===== src/rtl/main_buff_ctrl_if.sv =====
// main_buff_ctrl_if: control, memory-read and buffer/column bus of the main buffer sequencer.
// Rev 1.0
`default_nettype none

interface main_buff_ctrl_if #(
  parameter int ADDR_W = 16
);
  logic              start;
  logic [ADDR_W-1:0] img_base;
  logic [3:0]        passes;
  logic              busy;
  logic              done;
  logic              mem_rd_req;
  logic [ADDR_W-1:0] mem_rd_addr;
  logic              mem_rd_valid;
  logic              buff_wr_en;
  logic [5:0]        buff_addr;
  logic              col_valid;
  logic              col_ready;
  logic              col_last;
  logic [3:0]        pass_idx;

  modport master (
    input  start, img_base, passes, mem_rd_valid, col_ready,
    output busy, done, mem_rd_req, mem_rd_addr, buff_wr_en, buff_addr,
           col_valid, col_last, pass_idx
  );

  modport slave (
    output start, img_base, passes, mem_rd_valid, col_ready,
    input  busy, done, mem_rd_req, mem_rd_addr, buff_wr_en, buff_addr,
           col_valid, col_last, pass_idx
  );
endinterface

`default_nettype wire


===== src/rtl/main_buff_ctrl.sv =====
// main_buff_ctrl: loads one image tile into the main buffer, then sweeps its columns for N passes.
// Rev 1.0
`default_nettype none

module main_buff_ctrl #(
  parameter int ADDR_W = 16,
  parameter int WORDS  = 16,
  parameter int COLS   = 16
) (
  input  wire logic        clk,
  input  wire logic        rst,
  main_buff_ctrl_if.master bus
);

  localparam int WCW = (WORDS > 1) ? $clog2(WORDS) : 1;
  localparam int RCW = (COLS > 1) ? $clog2(COLS) : 1;
  localparam logic [WCW-1:0] W_LAST = WCW'(WORDS - 1);
  localparam logic [RCW-1:0] C_LAST = RCW'(COLS - 1);

  typedef enum logic [1:0] {
    S_IDLE   = 2'd0,
    S_LOAD   = 2'd1,
    S_STREAM = 2'd2,
    S_DONE   = 2'd3
  } state_t;

  state_t            state_q, state_d;
  logic [ADDR_W-1:0] base_q, base_d;
  logic [3:0]        passes_q, passes_d;
  logic [WCW-1:0]    wcnt_q, wcnt_d;
  logic [RCW-1:0]    rcnt_q, rcnt_d;
  logic [3:0]        pass_idx_q, pass_idx_d;
  logic              busy_q, busy_d;
  logic              done_q, done_d;
  logic              req_q, req_d;
  logic              colv_q, colv_d;

  logic [3:0] pass_max;
  logic       last_pass;

  // A latched pass count of zero still performs a single sweep.
  assign pass_max  = (passes_q == 4'd0) ? 4'd1 : passes_q;
  assign last_pass = ({1'b0, pass_idx_q} + 5'd1) >= {1'b0, pass_max};

  always_comb begin
    state_d    = state_q;
    base_d     = base_q;
    passes_d   = passes_q;
    wcnt_d     = wcnt_q;
    rcnt_d     = rcnt_q;
    pass_idx_d = pass_idx_q;

    case (state_q)
      S_IDLE: begin
        if (bus.start) begin
          base_d     = bus.img_base;
          passes_d   = bus.passes;
          wcnt_d     = '0;
          rcnt_d     = '0;
          pass_idx_d = 4'd0;
          state_d    = S_LOAD;
        end
      end
      S_LOAD: begin
        if (bus.mem_rd_valid) begin
          if (wcnt_q == W_LAST) begin
            wcnt_d  = '0;
            state_d = S_STREAM;
          end else begin
            wcnt_d = wcnt_q + WCW'(1);
          end
        end
      end
      S_STREAM: begin
        if (colv_q && bus.col_ready) begin
          if (rcnt_q == C_LAST) begin
            rcnt_d = '0;
            if (last_pass) begin
              state_d = S_DONE;
            end else begin
              pass_idx_d = pass_idx_q + 4'd1;
            end
          end else begin
            rcnt_d = rcnt_q + RCW'(1);
          end
        end
      end
      S_DONE: begin
        state_d = S_IDLE;
      end
      default: begin
        state_d = S_IDLE;
      end
    endcase

    // Outputs are decoded from the next state so they are registered alongside it.
    busy_d = (state_d != S_IDLE);
    done_d = (state_d == S_DONE);
    req_d  = (state_d == S_LOAD);
    colv_d = (state_d == S_STREAM);
  end

  always_ff @(posedge clk or posedge rst) begin
    if (rst) begin
      state_q    <= S_IDLE;
      base_q     <= '0;
      passes_q   <= 4'd0;
      wcnt_q     <= '0;
      rcnt_q     <= '0;
      pass_idx_q <= 4'd0;
      busy_q     <= 1'b0;
      done_q     <= 1'b0;
      req_q      <= 1'b0;
      colv_q     <= 1'b0;
    end else begin
      state_q    <= state_d;
      base_q     <= base_d;
      passes_q   <= passes_d;
      wcnt_q     <= wcnt_d;
      rcnt_q     <= rcnt_d;
      pass_idx_q <= pass_idx_d;
      busy_q     <= busy_d;
      done_q     <= done_d;
      req_q      <= req_d;
      colv_q     <= colv_d;
    end
  end

  assign bus.busy        = busy_q;
  assign bus.done        = done_q;
  assign bus.mem_rd_req  = req_q;
  assign bus.mem_rd_addr = req_q ? (base_q + ADDR_W'(wcnt_q)) : '0;
  // The write strobe follows the returning data in the same cycle.
  assign bus.buff_wr_en  = req_q & bus.mem_rd_valid;
  assign bus.buff_addr   = req_q  ? 6'(wcnt_q) :
                           colv_q ? 6'(rcnt_q) : 6'd0;
  assign bus.col_valid   = colv_q;
  assign bus.col_last    = colv_q && (rcnt_q == C_LAST);
  assign bus.pass_idx    = pass_idx_q;

  a_wr_only_load : assert property (@(posedge clk) disable iff (rst)
    bus.buff_wr_en |-> (state_q == S_LOAD));
  a_col_only_stream : assert property (@(posedge clk) disable iff (rst)
    bus.col_valid |-> (state_q == S_STREAM));
  a_done_one_cycle : assert property (@(posedge clk) disable iff (rst)
    bus.done |=> !bus.done);

endmodule

`default_nettype wire

===== src/flat_wrapper.sv =====
// flat-port wrapper written by rule: the top's interface ports become plain ports
module main_buff_ctrl_flat 
#(
  parameter int ADDR_W = 16,
  parameter int WORDS  = 16,
  parameter int COLS   = 16
)
  (clk, rst, bus_start, bus_img_base, bus_passes, bus_mem_rd_valid, bus_col_ready, bus_busy, bus_done, bus_mem_rd_req, bus_mem_rd_addr, bus_buff_wr_en, bus_buff_addr, bus_col_valid, bus_col_last, bus_pass_idx);
  main_buff_ctrl_if #(.ADDR_W(ADDR_W)) bus_i ();
  input  wire logic clk;
  input  wire logic rst;
  input wire logic [$bits(bus_i.start)-1:0] bus_start;
  input wire logic [$bits(bus_i.img_base)-1:0] bus_img_base;
  input wire logic [$bits(bus_i.passes)-1:0] bus_passes;
  input wire logic [$bits(bus_i.mem_rd_valid)-1:0] bus_mem_rd_valid;
  input wire logic [$bits(bus_i.col_ready)-1:0] bus_col_ready;
  output wire logic [$bits(bus_i.busy)-1:0] bus_busy;
  output wire logic [$bits(bus_i.done)-1:0] bus_done;
  output wire logic [$bits(bus_i.mem_rd_req)-1:0] bus_mem_rd_req;
  output wire logic [$bits(bus_i.mem_rd_addr)-1:0] bus_mem_rd_addr;
  output wire logic [$bits(bus_i.buff_wr_en)-1:0] bus_buff_wr_en;
  output wire logic [$bits(bus_i.buff_addr)-1:0] bus_buff_addr;
  output wire logic [$bits(bus_i.col_valid)-1:0] bus_col_valid;
  output wire logic [$bits(bus_i.col_last)-1:0] bus_col_last;
  output wire logic [$bits(bus_i.pass_idx)-1:0] bus_pass_idx;
  assign bus_i.start = bus_start;
  assign bus_i.img_base = bus_img_base;
  assign bus_i.passes = bus_passes;
  assign bus_i.mem_rd_valid = bus_mem_rd_valid;
  assign bus_i.col_ready = bus_col_ready;
  assign bus_busy = bus_i.busy;
  assign bus_done = bus_i.done;
  assign bus_mem_rd_req = bus_i.mem_rd_req;
  assign bus_mem_rd_addr = bus_i.mem_rd_addr;
  assign bus_buff_wr_en = bus_i.buff_wr_en;
  assign bus_buff_addr = bus_i.buff_addr;
  assign bus_col_valid = bus_i.col_valid;
  assign bus_col_last = bus_i.col_last;
  assign bus_pass_idx = bus_i.pass_idx;
  main_buff_ctrl #(.ADDR_W(ADDR_W), .WORDS(WORDS), .COLS(COLS)) u_core (.clk(clk), .rst(rst), .bus(bus_i));
endmodule

===== config.mk =====
export PLATFORM = sky130hd
export DESIGN_NAME = main_buff_ctrl_flat
export DESIGN_NICKNAME = d
export VERILOG_FILES = /design/src/rtl/main_buff_ctrl_if.sv /design/src/rtl/main_buff_ctrl.sv /design/src/flat_wrapper.sv
export SDC_FILE = /design/constraint.sdc
export NUM_CORES = 1
export LEC_CHECK = 0
export CORE_MARGIN = 4
export CORE_UTILIZATION = 34
export CTS_CLUSTER_SIZE = 10
export DETAILED_ROUTE_END_ITERATION = 8
export MAX_ROUTING_LAYER = met4
export PLACE_DENSITY = 0.66
export SLEW_MARGIN = 10
export SYNTH_ARGS = -nofsm -noshare
export SYNTH_HDL_FRONTEND = slang
export SYNTH_SLANG_ARGS = --single-unit

===== constraint.sdc =====
create_clock -name clk -period 4.8 [get_ports clk]
set_input_delay 0.72 -clock clk [delete_from_list [all_inputs] [get_ports clk]]
set_output_delay 0.72 -clock clk [all_outputs]
set_load 0.01 [all_outputs]

; ---- Word-level counts from Yosys, hierarchy flattened
; Index checks and enable logic that the tools add are counted.
[totals]
out_inout_bits = 32
wordCells = 63
input_bits = 25
regBits = 38
[classes]
bitwise_logic = 1
n_reduce_logical = 11
magnitude_cmp = 1
n_eq_ne = 13
muxes = 22
add_sub_neg = 5
[op_table]
columns = operator, count
row1 = 4-bit two-way mux, 10
row2 = 4-bit case mux with 2 select lines, 3
row3 = 16-bit by 4-bit adder with 16-bit output, 1
row4 = 16-bit two-way mux, 1
row5 = "4-bit by 1-bit adder with 4-bit output, second input constant", 3
row6 = 2-bit two-way mux, 6
row7 = "2-bit == test, second input constant", 4
row8 = "4-bit == test, second input constant", 2
row9 = 2-bit case mux with 4 select lines, 1
row10 = 6-bit two-way mux, 1
row11 = "2-bit inequality test, second input constant", 3
row12 = 3-bit AND reduction, 2
row13 = 2-bit nonzero test, 3
row14 = "4-bit by 1-bit adder with 5-bit output, second input constant", 1
row15 = 5-bit by 4-bit >= comparator with 1-bit output, 1
row16 = 5-bit AND reduction, 1
row17 = "2-bit by 1-bit == test with 1-bit output, second input constant", 2
row18 = 4-bit logical NOT, 1
row19 = "2-bit by 1-bit inequality test with 1-bit output, second input constant", 2
row20 = 1-bit logical AND, 2
row21 = 2-bit logical NOT, 1
row22 = 2-bit AND reduction, 1
row23 = 1-bit bitwise AND, 1

; ---- Longest topological paths before layout
; Gate-level depths: netlist (run 1).
[depth]
ltp_word = 8
mapped_depth = 8
mapped_depth_nobuf = 8

; ---- Least setup slack after synthesis (run 1)
; No wires, ideal clock.
[synth_path]
path_kind = register -> output
from = reg u_core.wcnt_q[0]
to = out bus_mem_rd_addr[14]
stages_incl_launch_ff = 8
path_buffers = 0
required_ns = 4.080
setup_slack_ns = 2.190
t_arrival_ns = 1.890
path_cell_list = dfrtp_1 -> ha_1 -> fa_1 -> a21o_1 -> a21oi_2 -> nand3b_1 -> xnor2_1 -> and2_1
[synth_via]
elab_chain_cells = 2
[synth_lines]
columns = item, line_no
row1 = "start, declared", main_buff_ctrl.sv:30  ; logic [WCW-1:0] wcnt_q, wcnt_d;
row2 = "start signal, assigned", main_buff_ctrl.sv:119  ; wcnt_q <= wcnt_d;
row3 = 16-bit by 4-bit adder with 16-bit output, main_buff_ctrl.sv:132  ; assign bus.mem_rd_addr = req_q ? (base_q + ADDR_W'(wcnt_q)) : '0;
row4 = 16-bit two-way mux, main_buff_ctrl.sv:132
row5 = "end, declared", flat_wrapper.sv:20  ; output wire logic [$bits(bus_i.mem_rd_addr)-1:0] bus_mem_rd_addr;
; Every way passes these cells.

; ---- Final worst setup path (run 1)
; Ends and elaborated chain as after synthesis.

==> results.tsv, run 1 <==
stage	metric	value	unit
outcome	run_status	complete, no violations	
logic_synthesis	ys_top_cells_by_area	sky130_fd_sc_hd__dfrtp_1 41%, sky130_fd_sc_hd__mux2_2 8.3%, sky130_fd_sc_hd__ha_1 5.9%, sky130_fd_sc_hd__and2_1 4.6%, sky130_fd_sc_hd__nand2_1 4.4%	
timing	timing.final.crit_share	73.97	%
logic_synthesis	yosys_register_bits	38	
clocking	cts_buffers	5	
worst_setup_path	timing.critical_path.cells	ha_1, fa_1, a21o_1, a21oi_2, nand3b_1, xnor2_1, and2_1, clkdlybuf4s50_1	
pwr	comb_power_share	52.0	%
pwr	total_switching_power	591.7	uW
logic_synthesis	synth-edff-count	0	
logic_synthesis	yosys.area_share.simple	20.19	%
worst_setup_path	worstRegToRegCells	7	
die	die-area	8200	um^2
pwr	p_per_area	548.1	nW/um^2
drt	totalWireLength	5.141	mm
worst_setup_path	worstSetupPathType	reg -> out	
finish	layout.cells.non_filler	365	
logic_synthesis	post-synth-top-count-cell	sky130_fd_sc_hd__dfrtp_1	
grt	grt_max_degree	39	
grt	gr-total-overflow	0	
drt	drtAntennaViolNets	0	
logic_synthesis	synth_top_family_by_area	simple AND/OR/NAND/NOR gates	
worst_setup_path	critPathCaptureType	output pin	
die	dieHeight	90.56	um
timing	slew-limit-headroom	51.03	%
logic_synthesis	muxShareOfSynthArea	8.909	%
finish	layout-drive-gt1-share	13.54	%
die	start_util	35.68	%
worst_setup_path	worst-path-max-fanout	8	
timing	timing.fmax	281.6	MHz
logic_synthesis	synth.cells.most_frequent	38 x sky130_fd_sc_hd__dfrtp_1, 27 x sky130_fd_sc_hd__nand2_1, 19 x sky130_fd_sc_hd__o21ai_0, 17 x sky130_fd_sc_hd__and2_1, 17 x sky130_fd_sc_hd__mux2_2	
worst_setup_path	worst_path_largest_cell_delay	0.53	ns
worst_setup_path	worst_setup_startpoint	u_core.wcnt_q[0]$_DFFE_PP0P_	
placement	place_ws	1.549	ns
worst_setup_path	critical_path_cell_count	8	
grt	globalRouteTotalUtil	13.38	%
grt	via_count_of_the_first_global_routing_pass	1877	
die	rows	29	
pwr	total_power	1.668	mW
worst_setup_path	worst_path_max_delay_cell	sky130_fd_sc_hd__clkdlybuf4s50_1	
worst_setup_path	regToRegStartpoint	u_core.bus.pass_idx[0]$_DFFE_PP0P_	
finish	finish.utilization	46.85	%
logic_synthesis	synth.yosys.warnings	0	
pwr	p_clk_share	15.3	%
pwr	switching_share	35.47	%
drt	post-route-drc-count	0	
logic_synthesis	mappedNetlistArea	2317	um^2
logic_synthesis	ys.flop_type	sky130_fd_sc_hd__dfrtp_1	
pwr	p_seq_share	32.7	%
worst_setup_path	cp_top_family	adder cells	
clocking	number_of_levels_in_the_clock_h_tree	2	
run	maxCapViolCount	0	
logic_synthesis	ys_seq_area_share	41.04	%
logic_synthesis	area_fraction_of_the_dominant_cell_type_after_synthesis	41.04	%
grt	grt_first_pass_wirelength	8.838	mm
timing	slew_viol_final	0	
drt	drt_first_pass_iters	4	
grt	number_of_antenna_violations_at_the_first_check_in_global_routing	0	
logic_synthesis	synth_cell_types	48	
drt	drt-initial-drc-count	52	
timing	max_slew.worst_pin.slew	0.7338	ns
clocking	cts-root-buf	sky130_fd_sc_hd__clkbuf_8	
worst_setup_path	cp.arrival	2.83	ns
worst_setup_path	r2r_end	u_core.bus.pass_idx[0]$_DFFE_PP0P_	
logic_synthesis	synthesized_area_fraction_occupied_by_adder_cells	6.803	%
clocking	quantity_of_gates_resized_following_cts	0	
placement	dp.final_hpwl	3.854	mm
timing	worst_clock_skew	0.004111	ns
pwr	internal_power	1.076	mW
finish	syn_to_final_growth	31.32	%
worst_setup_path	critPathBufInv	1	
clocking	cts_tree	yes	
clocking	largest_buffer_count_on_any_clock_path	2	
clocking	post_cts_hold_buffer_count	0	
placement	buffer_ports.inserted	54	
drt	wl_per_cell	14.08	um
logic_synthesis	post_synth_inst_count	231	
clocking	cts.repair_timing.setup_buffer_count	0	
logic_synthesis	area_share_of_xor_xnor_cells_in_the_synthesized_design	4.914	%
worst_setup_path	critPathRequiredTime	4.08	ns
clocking	tritoncts_num_sinks	38	
clocking	clk_transition_reported_paths	0.07	ns
clocking	clk_latency	0.28	ns
finish	fin_nets	324	
timing	fin_setup_tns	0	ns
finish	n_antenna_cell	0	
placement	post-place-cells	357	
worst_setup_path	crit_path_start_kind	flop	
timing	timing.final.hold_violations	0	
timing	setup_repair_after_global_routing_missed_its_margin	no	
hold_path	worstHoldPathType	reg -> reg	
drt	total_number_of_vias	1842	
worst_setup_path	timing_endpoint_of_the_critical_path	bus_mem_rd_addr[14]	
logic_synthesis	ys_async_sr_fraction	100.0	%
drt	detail_route.vias_per_cell	5.047	
logic_synthesis	compound_gate_portion_of_the_synthesized_area	14.69	%
die	design.core.area	6495	um^2
placement	gpl.final_weighted_congestion	0.8848	
logic_synthesis	synth_top_cell_by_area	sky130_fd_sc_hd__dfrtp_1	
timing	final-setup-viol-count	0	
worst_setup_path	regToRegSetupSlack	2.59	ns
die	top_level_ports	57	
timing	final.setup.worst_slack	1.249	ns
pwr	leakagePower	1.289	nW
die	floorplan.die.width	90.56	um
pwr	irDropWorstVdd	189.4	uV
timing	period_needed	3.551	ns
logic_synthesis	synth.avg_cell_area	10.03	um^2
layout make-up:
cell class | instances | area, um^2
Sequential cell | 38 | 950.9
Multi-Input combinational cell | 178 | 1300
Fill cell | 604 | 3452
Inverter | 8 | 30.03
Timing Repair Buffer | 56 | 555.5
Clock buffer | 8 | 110.1
Tap cell | 77 | 96.34
layer usage:
layer | up-vias | part of all wire [%] | global-route usage, %
met3 | 6 | 5.0 | 3.417
met4 | 0 | 0.82 | 3.444
li1 | 924 | - | -
met5 | - | 0 | -
met1 | 866 | 48 | 16.86
met2 | 46 | 46 | 21.43
worst min-delay path by stage:
| stage | start | to | slack [ns] | depth (start not counted) |
|---|---|---|---|---|
| 6_report | u_core.passes_q[0]$_DFFE_PP0P_ | u_core.passes_q[0]$_DFFE_PP0P_ | 0.51 | 1 |
| 5_1_grt | u_core.base_q[3]$_DFFE_PP0P_ | u_core.base_q[3]$_DFFE_PP0P_ | 0.53 | 1 |
| 4_1_cts | u_core.passes_q[0]$_DFFE_PP0P_ | u_core.passes_q[0]$_DFFE_PP0P_ | 0.52 | 1 |
| 3_5_place_dp | u_core.passes_q[0]$_DFFE_PP0P_ | u_core.passes_q[0]$_DFFE_PP0P_ | 0.50 | 1 |
| 3_3_place_gp | u_core.base_q[3]$_DFFE_PP0P_ | u_core.base_q[3]$_DFFE_PP0P_ | 0.49 | 1 |
| 2_1_floorplan | u_core.passes_q[0]$_DFFE_PP0P_ | u_core.passes_q[0]$_DFFE_PP0P_ | 0.48 | 1 |
placed cells by master (no fill, tap or decap), types with 2 or more instances in the layout:
cell type,instances
sky130_fd_sc_hd__a21o_1,2
sky130_fd_sc_hd__buf_4,2
sky130_fd_sc_hd__nand3_1,12
sky130_fd_sc_hd__and3_1,4
sky130_fd_sc_hd__clkbuf_8,8
sky130_fd_sc_hd__nand2_1,27
sky130_fd_sc_hd__a211oi_1,2
sky130_fd_sc_hd__dfrtp_1,38
sky130_fd_sc_hd__clkdlybuf4s50_1,54
sky130_fd_sc_hd__or3_1,2
sky130_fd_sc_hd__nor3_1,4
sky130_fd_sc_hd__conb_1,2
sky130_fd_sc_hd__o21ai_0,19
sky130_fd_sc_hd__inv_1,8
sky130_fd_sc_hd__a22o_1,3
sky130_fd_sc_hd__a31oi_1,3
sky130_fd_sc_hd__xnor2_1,9
sky130_fd_sc_hd__nand4_1,3
sky130_fd_sc_hd__a21oi_1,4
sky130_fd_sc_hd__o31ai_1,4
sky130_fd_sc_hd__mux2_2,17
sky130_fd_sc_hd__and2_1,17
sky130_fd_sc_hd__xor2_1,4
sky130_fd_sc_hd__ha_1,11
sky130_fd_sc_hd__nor2_1,6
power by group through the flow:
stage / clock network [mW] / registers (mW) / logic, mW
global placement: 0 / 0.548 / 0.866
floorplan: 0 / 0.516 / 0.522
detailed placement: 0 / 0.554 / 0.879
finish: 0.255 / 0.546 / 0.867
global route: 0.280 / 0.567 / 0.959
CTS: 0.266 / 0.547 / 0.881
state kept, by name (all words and copies together) (netlist names):
name / cells
u_core.base_q: 16
u_core.bus.busy: 1
u_core.bus.col_valid: 1
u_core.bus.done: 1
u_core.bus.mem_rd_req: 1
u_core.bus.pass_idx: 4
u_core.passes_q: 4
u_core.rcnt_q: 4
u_core.state_q: 2
u_core.wcnt_q: 4
kinds of logic after synthesis:
kind of cell / after synthesis
AOI/OAI and AO/OA: 48
xor gates and xnor gates: 13
adders and majority gates: 12
buffers and inverters: 16
DFF: 38
muxes: 18
other: 1
and+or+nand+nor: 85
stage by stage:
stage	cell area (um^2)	hold slack [ns]
after global placement	2933	0.4928
final	3043	0.5145
after floorplan	2321	0.4817
after global routing	3043	0.5320
after CTS	3043	0.5193
after detailed placement	2933	0.5006
Note: power is estimated with default switching activity, not from simulation.
==> inputs of run 2 (changes only) <==
==> constraint.sdc (replaced) <==
create_clock -name clk -period 3.4 [get_ports clk]
set_input_delay 0.51 -clock clk [delete_from_list [all_inputs] [get_ports clk]]
set_output_delay 0.51 -clock clk [all_outputs]
set_load 0.01 [all_outputs]
==> run 2 against run 1 <==
Worst hold slack barely moved. Utilization fell by 0.19 points. Non-clock buffer count rose by 1. Clock power rose by 18%. Sequential cell count did not move. Largest cell class unchanged. Largest power group unchanged.
==> results.tsv, run 2 (same netlist as run 1, synthesis figures left out) <==
stage	metric	value	unit	change
finish	layout.cells.most_common_list	54 x sky130_fd_sc_hd__clkdlybuf4s50_1, 38 x sky130_fd_sc_hd__dfrtp_1, 27 x sky130_fd_sc_hd__nand2_1		
clocking	post_cts_hold_buffer_count	0		unchanged
clocking	largest_buffer_count_on_any_clock_path	2		unchanged
clocking	number_of_levels_in_the_clock_h_tree	2		unchanged
drt	total_number_of_vias	1880		+2.1%
drt	totalWireLength	5.109	mm	-0.62%
worst_setup_path	worst-path-max-fanout	8		unchanged
timing	period_needed	3.250	ns	
drt	drt-initial-drc-count	64		+23%
worst_setup_path	crit_path_start_kind	flop		
pwr	total_power	2.332	mW	+40%
finish	max_ffs_per_register	16		unchanged
clocking	clk_latency	0.28	ns	about the same
finish	syn_to_final_growth	30.78	%	
die	design.core.area	6495	um^2	unchanged
clocking	tritoncts_num_sinks	38		unchanged
die	floorplan.die.width	90.56	um	unchanged
run	maxCapViolCount	0		unchanged
grt	globalRouteTotalUtil	13.47	%	+0.090 points
drt	detail_route.vias_per_cell	5.165		+2.3%
die	die-area	8200	um^2	unchanged
die	rows	29		unchanged
die	start_util	35.68	%	unchanged
finish	final_common_cell	sky130_fd_sc_hd__clkdlybuf4s50_1		
die	top_level_ports	57		unchanged
outcome	run_status	complete, no violations		
grt	gr-total-overflow	0		unchanged
timing	final-setup-viol-count	0		unchanged
drt	drtAntennaViolNets	0		unchanged
pwr	p_seq_share	33.1	%	+0.4 points
worst_setup_path	cp.arrival	2.74	ns	-0.09 ns
pwr	comb_power_share	53.9	%	+1.9 points
finish	n_antenna_cell	0		unchanged
worst_setup_path	critPathRequiredTime	2.89	ns	-1.19 ns
pwr	switching_share	36.18	%	+0.71 points
finish	largest_register	u_core.base_q		
pwr	p_clk_share	12.9	%	-2.4 points
worst_setup_path	worstSetupPathType	reg -> out		
pwr	total_switching_power	843.6	uW	+43%
worst_setup_path	worst_path_max_delay_cell	sky130_fd_sc_hd__clkdlybuf4s50_1		
drt	wl_per_cell	14.04	um	-0.35%
grt	grt_max_degree	39		unchanged
timing	slew_viol_final	0		unchanged
timing	max_slew.worst_pin.slew	0.6444	ns	-0.08938 ns
timing	timing.final.crit_share	95.60	%	
timing	worst_clock_skew	0.005431	ns	+0.001320 ns
clocking	cts-root-buf	sky130_fd_sc_hd__clkbuf_8		
pwr	irDropWorstVdd	264.3	uV	+40%
die	dieHeight	90.56	um	unchanged
worst_setup_path	timing.critical_path.cells	ha_1, fa_1, a21o_1, a21oi_4, nand3b_1, xnor2_1, and2_1, clkdlybuf4s50_1		
pwr	internal_power	1.488	mW	+38%
pwr	p_per_area	769.4	nW/um^2	+40%
drt	drt_first_pass_iters	4		unchanged
timing	timing.fmax	307.7	MHz	
grt	grt_first_pass_wirelength	8.997	mm	+1.8%
pwr	leakagePower	1.281	nW	-0.64%
timing	timing.final.hold_violations	0		unchanged
placement	gpl.final_weighted_congestion	0.8833		-0.17%
clocking	clk_transition_reported_paths	0.07	ns	about the same
timing	slew-limit-headroom	57.04	%	+6.0 points
finish	fin_nets	325		+0.31%
worst_setup_path	critPathCaptureType	output pin		
grt	number_of_antenna_violations_at_the_first_check_in_global_routing	0		unchanged
clocking	cts_tree	yes		
placement	buffer_ports.inserted	54		unchanged
timing	fin_setup_tns	0	ns	unchanged
grt	via_count_of_the_first_global_routing_pass	1926		+2.6%
timing	setup_repair_after_global_routing_missed_its_margin	no		
worst_setup_path	worst_path_largest_cell_delay	0.53	ns	about the same
clocking	cts_buffers	5		unchanged
hold_path	worstHoldPathType	reg -> reg		
finish	layout-drive-gt1-share	13.24	%	-0.30 points
placement	dp.final_hpwl	3.919	mm	+1.7%
drt	post-route-drc-count	0		unchanged
-- run 2: routing by layer --
metal / vias to the layer above / share of wire, % / track usage [%]
met1: 903 / 46 / 16.39
met2: 45 / 47 / 21.99
met3: 6 / 5.3 / 3.083
li1: 926 / - / -
met4: 0 / 0.92 / 4.592
met5: - / 0 / -
-- run 2: worst max-delay path: cells and delay by family, from the launching register on --
| kind | cells | cell delay [ns] |
|---|---|---|
| XOR/XNOR | 1 | 0.11 |
| adder cells (fa/ha/maj) | 2 | 0.66 |
| AND/OR/NAND/NOR | 2 | 0.29 |
| AO/OA/AOI/OAI | 2 | 0.43 |
| flip-flops | 1 | 0.44 |
| buffers and inverters | 1 | 0.53 |
-- run 2: final cells by class --
cell class / instances / area [um^2]
Timing Repair Buffer: 57 / 563.0
Sequential cell: 38 / 950.9
Inverter: 8 / 30.03
Fill cell: 641 / 3465
Clock buffer: 6 / 82.58
Tap cell: 77 / 96.34
Multi-Input combinational cell: 178 / 1308
-- run 2: timing repair --
item / in CTS / in global routing
setup buffers: 0 / 1
gates resized for setup: 0 / 1
setup endpoints to repair: 0 / 5
-- run 2: path summary, 6_finish.rpt --
kind	start	endpoint	slack, ns	cells after the start
max	u_core.wcnt_q[0]$_DFFE_PP0P_	bus_mem_rd_addr[14]	0.15	8
min	u_core.base_q[3]$_DFFE_PP0P_	u_core.base_q[3]$_DFFE_PP0P_	0.51	1
max reg2reg	u_core.bus.pass_idx[0]$_DFFE_PP0P_	u_core.bus.pass_idx[0]$_DFFE_PP0P_	1.22	7
min reg2reg	u_core.base_q[3]$_DFFE_PP0P_	u_core.base_q[3]$_DFFE_PP0P_	0.51	1
max in group asynchronous	rst	u_core.bus.done$_DFF_PP0_	2.42	3
min in group asynchronous	rst	u_core.bus.pass_idx[1]$_DFFE_PP0P_	0.64	3
-- run 2: stage by stage --
step	hold WS [ns]	instance area [um^2]	util [%]	std cells	worst slack, ns
finish	0.5143	3030	46.66	364	0.1497
global route	0.5318	3030	46.66	364	0.004013
CTS	0.5197	3015	46.43	363	0.01987
floorplan	0.4817	2321	-	232	0.9997
global placement	0.4927	2933	45.16	357	0.3823
detailed placement	0.5029	2933	45.16	357	0.3353
-- run 2: power by group through the flow --
stage | combinational, mW | clock [mW] | sequential (mW)
finish | 1.26 | 0.302 | 0.772
CTS | 1.25 | 0.318 | 0.773
global route | 1.38 | 0.339 | 0.798
detailed placement | 1.25 | 0 | 0.782
global placement | 1.22 | 0 | 0.775
floorplan | 0.737 | 0 | 0.729
==> inputs of run 3 (changes only) <==
--- a/config.mk
+++ b/config.mk
@@ -15,3 +15,4 @@
 export SYNTH_ARGS = -nofsm -noshare
 export SYNTH_HDL_FRONTEND = slang
 export SYNTH_SLANG_ARGS = --single-unit
+export TNS_END_PERCENT = 5
==> results of run 3 <==
The final DEF is identical to that of run 2; final timing and power are the same.
